==> src/rtl/fetch_if.sv <==
// IF-stage control bundle: hazard/EX inputs, imem request channel and IF outputs.
// master = fetch controller, slave = the pipeline/imem side driving it.
interface fetch_if;
    logic        stall;
    logic        redirect_valid;
    logic [31:0] redirect_addr;
    logic [31:0] pred_addr;
    logic        imem_ready;
    logic        imem_req;
    logic [31:0] imem_addr;
    logic [31:0] if_pc;
    logic        if_valid;
    logic        misalign;

    modport master (
        input  stall, redirect_valid, redirect_addr, pred_addr, imem_ready,
        output imem_req, imem_addr, if_pc, if_valid, misalign
    );

    modport slave (
        output stall, redirect_valid, redirect_addr, pred_addr, imem_ready,
        input  imem_req, imem_addr, if_pc, if_valid, misalign
    );
endinterface

==> src/rtl/fetch_ctrl.sv <==
// IF-stage sequencer: owns the PC, selects the next fetch address and absorbs imem wait states.
// Optional MISALIGN_TRAP_EN: misaligned targets fetch TRAP_PC and flag the trap instruction.
module fetch_ctrl #(
    parameter logic [31:0] RESET_PC = 32'h0000_2000,
    parameter logic [31:0] TRAP_PC  = 32'h0000_0100
) (
    input logic    clk,
    input logic    rst_n,
    fetch_if.master bus
);
    typedef enum logic [1:0] {BOOT, RUN, WAIT} state_t;

    state_t      state;
    logic [31:0] pc_q;
    logic [31:0] pend_q;
    logic        vld_q;
    logic [31:0] sel;
    logic [31:0] raw_addr;
    logic [31:0] fetch_addr;
    logic        accept;

    always_comb begin
        // NOTE: every always_comb output gets a default first so no path can infer a latch.
        sel      = bus.pred_addr;
        raw_addr = RESET_PC;
        if (bus.redirect_valid) sel = bus.redirect_addr;
        else if (bus.stall)     sel = pc_q;
        case (state)
            BOOT:    raw_addr = RESET_PC;
            RUN:     raw_addr = sel;
            WAIT:    raw_addr = bus.redirect_valid ? bus.redirect_addr : pend_q;
            default: raw_addr = RESET_PC;
        endcase
    end

`ifdef MISALIGN_TRAP_EN
    logic mis_q;
    logic trap;

    assign trap       = (state != BOOT) && (raw_addr[1:0] != 2'b00);
    assign fetch_addr = trap ? TRAP_PC : raw_addr;
    assign bus.misalign = mis_q & bus.if_valid;
`else
    assign fetch_addr   = raw_addr & ~32'h3;
    assign bus.misalign = 1'b0;
`endif

    // Request is raised in every state; only reset suppresses it.
    assign bus.imem_req  = rst_n;
    assign bus.imem_addr = fetch_addr;
    assign accept        = bus.imem_req & bus.imem_ready;
    assign bus.if_pc     = rst_n ? pc_q : RESET_PC;
    assign bus.if_valid  = rst_n & vld_q & (state == RUN) & ~bus.redirect_valid;

    // NOTE: reset is synchronous, so it lives inside the clocked block rather than its sensitivity list.
    always_ff @(posedge clk) begin
        if (!rst_n) begin
            state  <= BOOT;
            pc_q   <= RESET_PC;
            pend_q <= RESET_PC;
            vld_q  <= 1'b0;
`ifdef MISALIGN_TRAP_EN
            mis_q  <= 1'b0;
`endif
        end else begin
            if (accept) begin
                pc_q  <= fetch_addr;
                vld_q <= 1'b1;
`ifdef MISALIGN_TRAP_EN
                mis_q <= trap;
`endif
            end
            case (state)
                BOOT: if (accept) state <= RUN;
                RUN: begin
                    if (!accept) begin
                        state  <= WAIT;
                        pend_q <= sel;
                        vld_q  <= 1'b0;
                    end
                end
                WAIT: begin
                    // A redirect during the wait makes the older pending fetch wrong-path.
                    if (accept)                  state  <= RUN;
                    else if (bus.redirect_valid) pend_q <= bus.redirect_addr;
                end
                default: state <= BOOT;
            endcase
        end
    end
endmodule

==> src/flat_wrapper.sv <==
// flat-port wrapper written by rule: the top's interface ports become plain ports
module fetch_ctrl_flat 
#(
    parameter logic [31:0] RESET_PC = 32'h0000_2000,
    parameter logic [31:0] TRAP_PC  = 32'h0000_0100
)
  (clk, rst_n, bus_stall, bus_redirect_valid, bus_redirect_addr, bus_pred_addr, bus_imem_ready, bus_imem_req, bus_imem_addr, bus_if_pc, bus_if_valid, bus_misalign);
  fetch_if bus_i ();
  input logic clk;
  input logic rst_n;
  input wire logic [$bits(bus_i.stall)-1:0] bus_stall;
  input wire logic [$bits(bus_i.redirect_valid)-1:0] bus_redirect_valid;
  input wire logic [$bits(bus_i.redirect_addr)-1:0] bus_redirect_addr;
  input wire logic [$bits(bus_i.pred_addr)-1:0] bus_pred_addr;
  input wire logic [$bits(bus_i.imem_ready)-1:0] bus_imem_ready;
  output wire logic [$bits(bus_i.imem_req)-1:0] bus_imem_req;
  output wire logic [$bits(bus_i.imem_addr)-1:0] bus_imem_addr;
  output wire logic [$bits(bus_i.if_pc)-1:0] bus_if_pc;
  output wire logic [$bits(bus_i.if_valid)-1:0] bus_if_valid;
  output wire logic [$bits(bus_i.misalign)-1:0] bus_misalign;
  assign bus_i.stall = bus_stall;
  assign bus_i.redirect_valid = bus_redirect_valid;
  assign bus_i.redirect_addr = bus_redirect_addr;
  assign bus_i.pred_addr = bus_pred_addr;
  assign bus_i.imem_ready = bus_imem_ready;
  assign bus_imem_req = bus_i.imem_req;
  assign bus_imem_addr = bus_i.imem_addr;
  assign bus_if_pc = bus_i.if_pc;
  assign bus_if_valid = bus_i.if_valid;
  assign bus_misalign = bus_i.misalign;
  fetch_ctrl #(.RESET_PC(RESET_PC), .TRAP_PC(TRAP_PC)) u_core (.clk(clk), .rst_n(rst_n), .bus(bus_i));
endmodule
==> config.mk <==
export PLATFORM = sky130hd
export DESIGN_NAME = fetch_ctrl_flat
export DESIGN_NICKNAME = d
export VERILOG_FILES = /design/src/rtl/fetch_if.sv /design/src/rtl/fetch_ctrl.sv /design/src/flat_wrapper.sv
export SDC_FILE = /design/constraint.sdc
export NUM_CORES = 1
export LEC_CHECK = 0
export BUFFER_PORTS_ARGS = -buffer_cell sky130_fd_sc_hd__buf_2
export CAP_MARGIN = 5
export CORE_MARGIN = 5
export CORE_UTILIZATION = 27
export DETAILED_ROUTE_END_ITERATION = 10
export HOLD_SLACK_MARGIN = 0.05
export PLACE_DENSITY_LB_ADDON = 0.2
export SYNTH_ARGS = -nofsm -noshare
export SYNTH_HDL_FRONTEND = slang
export SYNTH_SLANG_ARGS = --single-unit
==> constraint.sdc <==
create_clock -name clk -period 1.7 [get_ports clk]
set_input_delay 0.255 -clock clk [delete_from_list [all_inputs] [get_ports clk]]
set_output_delay 0.255 -clock clk [all_outputs]
set_load 0.01 [all_outputs]
==> results of run 1 <==
## placed cells by master (no fill, tap or decap), drive strengths merged, types with 2 or more instances in the layout
cell and count:
a21boi 29, or3 3, buf 212, a21oi 2
o21ai 60, o211ai 59, ha 5, nor2b 2
nor2 3, nand3 2, mux2 60, a31oi 30
nand2 31, a32oi 29, conb 5, nor3 3
clkinv 4, clkbuf 16, dfxtp 63, nand2b 31
and2 29, inv 6
## routing by layer
metal	track usage	vias to the layer above
met5	0	-
met4	0.0586	0
met3	0.0351	27
met2	0.276	186
met1	0.210	2339
li1	-	2281
## repair_timing
item / CTS / global route
setup buffers: 43 / 9
pin swaps: 32 / 14
endpoints found under the setup margin: 31 / 44
cloned: 3 / 7
resized for setup: 40 / 66
## logic make-up (layout without fill, tap and decap cells)
| logic type | count (synthesis) | after routing | share of synthesized area |
|---|---|---|---|
| AND/OR/NAND/NOR | 106 | 106 | 0.127 |
| other | 1 | 5 | 0.000822 |
| flip-flops | 63 | 63 | 0.277 |
| buffers and inverters | 67 | 240 | 0.0815 |
| AO/OA/AOI/OAI | 212 | 212 | 0.341 |
| adder cells (fa/ha/maj) | 5 | 5 | 0.0137 |
| multiplexers | 60 | 60 | 0.159 |
## final cells by class
class | count | share of cell area
clock inverter | 5 | 0.00736
multi-input combinational | 388 | 0.469
sequential | 63 | 0.186
timing repair buffer | 219 | 0.259
inverter | 6 | 0.00405
tap | 220 | 0.0405
clock buffer | 10 | 0.0337
## state kept, by name, summed over array words and instances, names as in the netlist
name           count
u_core.pc_q       30
u_core.pend_q     30
u_core.state       2
u_core.vld_q       1
## per-stage QoR
stage	cells	hold slack (ps)	util	TNS, ps	instance area [um2]
2_1_floorplan	518	372	-	0	4580
3_3_place_gp	836	471	0.337	-306	5590
3_5_place_dp	836	478	0.337	-643	5590
4_1_cts	897	279	0.390	-5210	6460
5_1_grt	911	327	0.410	-10760	6800
6_report	911	297	0.410	-6220	6800
## worst register-to-register path, delay by kind of cell (launching register included)
family | cells | cell delay, ps
buffers and inverters | 5 | 700
AO/OA/AOI/OAI | 3 | 430
flip-flops | 1 | 370
adder cells (fa/ha/maj) | 1 | 230
## power groups by stage
stage,Combinational [mW],Sequential (mW),Clock (mW)
after floorplan,0.832,1.67,0
after global placement,1.28,1.68,0
after detailed placement,1.31,1.68,0
after CTS,1.58,1.65,1.88
after global routing,1.90,1.68,1.92
final,1.78,1.67,1.83
## worst paths after layout
kind,slack [ps],endpoint,from,depth (start not counted)
worst max-delay path,-210,bus_imem_addr[26],u_core.state[0],7
worst min-delay path,300,u_core.pend_q[13],bus_redirect_addr[13],3
worst max register to register,-140,u_core.pend_q[13],u_core.state[1],9
worst min register to register,490,u_core.pc_q[15],u_core.pc_q[15],2
==> results.cfg, run 1 <==
[worst_setup_path]
crit_top_cell = buf_12
cp-start-kind = register
worstSetupPathType = reg2out
cp-end-kind = primary output
path_delay_family = buffers and inverters
worst-path-buf-inv = 4
slowest_stage = dfxtp_2
cpPeakStageDelay_ps = 360
required_ps = 1440
arrival_ps = 1660
crit_chain = buf_6 -> ha_4 -> buf_12 -> buf_12 -> o211ai_1 -> a21boi_2 -> buf_2
path_max_fanout = 7

[logic_synthesis]
yosysUniqueCellTypes = 35
ys.flop_type = dfxtp_1
synth.most_common_cell = dfxtp_1
synth.top_cells.by_count = dfxtp_1, mux2_2, o211ai_1
synth.area.top_cells = dfxtp_1, mux2_2, o211ai_1
async_flop_share = 0
synth_top_area_cell = dfxtp_1
synth-edff-count = 0
yosys_warnings = 0
syn_inst = 514
syn_area_um2 = 4560
syn_avg_cell_area_um2 = 8.87
synth-seq-cells = 63
ys_seq_area_frac = 0.277
yosysTopAreaCellShare = 0.277

[place]
placement.io_buffers = 126
place_ws_ps = -103
gp_congestion = 0.800
dp_hpwl_um = 10800

[drt]
vias = 4833
detail_route.wl_per_cell_um = 19.6
ant_nets = 0
highest_layer = met4
met1_length_um = 7920
post-route-drc-count = 0
routed_wirelength_um = 17800
dr.first_iter.drc_count = 249
met2WireLength_um = 8500
viasPerCell = 5.31
dr_wl_met3_um = 1070
dr.pass1.iters = 5

[timing]
finalCritPeriodShare = 1.12
period_needed_ps = 1910
rsz0062_at_grt = yes
finalMaxSlewViolations = 0
fin_ws_ps = -211
setup_violations = 62
finClkSkew_ps = 6.74
finalHoldViolations = 0
fmax_ghz = 0.523

[final_layout]
num-fill-cells = 1646
multi_input_comb_area_um2 = 3190
seq_area_um2 = 1270
final_nets = 761
antenna_cells = 0
syn2layout_area_growth_pct = 49.1
drive_gt1_frac = 0.525

[clock_network]
cts_tree = yes
numCtsBuffers = 9
clk_pin_slew_ps = 60
clock-sinks = 63
ctsHoldBuffers = 0
htreeDepth = 3
cts-root-buf = clkbuf_16
clk_path_buf_depth = 2
insertion_delay_ps = 340

[die]
io_pins = 136
core_area_um2 = 16600
initial_core_util = 0.275
die_w_um = 140
rows = 47
dieArea_um2 = 19600
die_h_um = 140

[power_and_ir_drop]
p_total_mw = 5.28
p_leak_nw = 2.75
seqPwrFrac = 0.316
max-vdd-ir-drop_uv = 423
p_int_mw = 3.62
switchingPower_mw = 1.66
swShare = 0.314
p_comb_frac = 0.337
p_per_area_nw_per_um2 = 776
pwr-share-clk = 0.347

[global_route]
grt_pass1_wl_um = 26000
grt_pass1_vias = 4915
overflow = 0
grt_max_degree = 50
antenna_found_initial = 0
grtUsageTotal = 0.165

[min_path]
hp-class = in2reg

[status]
status = finished, violations left
violations = setup timing

[job]
max_cap_violations = 0
No activity file was read; power rests on OpenSTA's default activity.
==> inputs of run 2 (changes only) <==
--- a/config.mk
+++ b/config.mk
@@ -5,7 +5,7 @@
 export SDC_FILE = /design/constraint.sdc
 export NUM_CORES = 1
 export LEC_CHECK = 0
-export BUFFER_PORTS_ARGS = -buffer_cell sky130_fd_sc_hd__buf_2
+export BUFFER_PORTS_ARGS = -buffer_cell sky130_fd_sc_hd__clkbuf_2
 export CAP_MARGIN = 5
 export CORE_MARGIN = 5
 export CORE_UTILIZATION = 27
==> run 2 against run 1 <==
Against the previous run: the run still ends with setup timing left; register-to-register slack better by 50 ps; die area is the same; clock power rose by 17%; combinational power up 5%; final area up 1.0%; largest cell class unchanged.
==> results.cfg, run 2 (synthesis results as in run 1) <==
[min_path]
min_path_cells = 3
hp-class = in2reg

[global_route]
grt_pass1_vias = 5138
overflow = 0
grt_max_degree = 38
antenna_found_initial = 0
grt_pass1_wl_um = 27400
grtUsageTotal = 0.174

[worst_setup_path]
arrival_ps = 1640
cp-end-kind = primary output
path_max_fanout = 9
required_ps = 1440
slowest_stage = dfxtp_4
cpPeakStageDelay_ps = 370
reg2regPathDepth = 9
crit_chain = inv_4 -> ha_4 -> buf_12 -> o211ai_1 -> a21boi_2 -> buf_2
worstSetupPathType = reg2out
cp-start-kind = register

[final_layout]
design_area_um2 = 6870
num-fill-cells = 1657
final_cells = 895
final_common_cell = clkbuf_2
reg_top3 = u_core.pc_q (30), u_core.pend_q (30), u_core.state (2)
syn2layout_area_growth_pct = 50.6
final_cell_mix = clkbuf_2, dfxtp_1, mux2_2
antenna_cells = 0
final_nets = 744
drive_gt1_frac = 0.523

[drt]
post-route-drc-count = 0
dr.pass1.iters = 4
viasPerCell = 5.32
dr.first_iter.drc_count = 246
ant_nets = 0
routed_wirelength_um = 18200
detail_route.wl_per_cell_um = 20.3
vias = 4760

[die]
initial_core_util = 0.275
dieArea_um2 = 19600
die_w_um = 140
die_h_um = 140
core_area_um2 = 16600
io_pins = 136
rows = 47

[place]
place_area_um2 = 5580
placement.io_buffers = 126
place_inst = 838
gp_congestion = 0.820
dp_hpwl_um = 10900

[timing]
rsz0062_at_grt = yes
setup_violations = 55
worstMarginPinSlew_ps = 958
finClkSkew_ps = 11.9
finalMaxSlewViolations = 0
period_needed_ps = 1890
fmax_ghz = 0.529
fin_ws_ps = -192
finalCritPeriodShare = 1.11
finalHoldViolations = 0
slew-limit-headroom = 0.360

[status]
violations = setup timing
status = finished, violations left

[clock_network]
clock-sinks = 63
cts_tree = yes
insertion_delay_ps = 340
numCtsBuffers = 9
clk_path_buf_depth = 2
cts-root-buf = clkbuf_16
htreeDepth = 3
clk_pin_slew_ps = 60

[power_and_ir_drop]
p_per_area_nw_per_um2 = 829
p_leak_nw = 2.69
p_total_mw = 5.69
max-vdd-ir-drop_uv = 477

[job]
max_cap_violations = 0
-- run 2: area by class of cell --
class,instances,area [um2],area share
clock buffer,14,284,0.0413
clock inverter,2,60.1,0.00874
inverter,6,25.0,0.00364
multi-input combinational,388,3320,0.483
sequential,63,1270,0.184
tap,220,275,0.0401
timing repair buffer,202,1640,0.239
-- run 2: path summary, 6_finish.rpt --
check                        startpoint                end  slack [ps]
setup / recovery        u_core.state[1]  bus_imem_addr[20]        -190
hold reg to reg         u_core.pc_q[16]    u_core.pc_q[16]         490
hold / removal    bus_redirect_addr[13]  u_core.pend_q[13]         310
setup reg to reg        u_core.state[1]  u_core.pend_q[13]         -90
-- run 2: timing repair --
action                     CTS  global route
setup endpoints to repair   36            63
gates cloned                 5             6
setup buffers               22            13
resized for setup           52           102
pin swaps                   28            34
hold buffers                 0             0
-- run 2: routing by layer --
layer / track usage / vias up / share of wire
met5: 0 / - / 0
met4: 0.0694 / 0 / 0.015
met3: 0.0334 / 19 / 0.051
met2: 0.288 / 140 / 0.48
met1: 0.224 / 2341 / 0.45
li1: - / 2260 / -
-- run 2: through the flow --
| stage | setup slack (ps) | TNS (ps) | util | hold slack (ps) |
|---|---|---|---|---|
| floorplan | 46.0 | 0 | - | 372 |
| global placement | 12.8 | 0 | 0.337 | 478 |
| detailed placement | -19.2 | -35.9 | 0.337 | 481 |
| CTS | -190 | -4960 | 0.386 | 298 |
| global route | -264 | -9790 | 0.414 | 345 |
| finish | -192 | -5530 | 0.414 | 309 |
-- run 2: critical path: cells and delay by family, from the launching register on --
| family | cells | cell delay (ps) |
|---|---|---|
| DFF | 1 | 370 |
| AOI/OAI and AO/OA | 2 | 310 |
| adders and majority gates | 1 | 220 |
| buffers and inverters | 3 | 390 |
-- run 2: power by group --
group / total, mW / internal, mW / switching [mW]
combinational: 1.87 / 0.942 / 0.924
sequential: 1.68 / 1.60 / 0.0822
clock: 2.15 / 1.45 / 0.703
total: 5.69 / 3.98 / 1.71
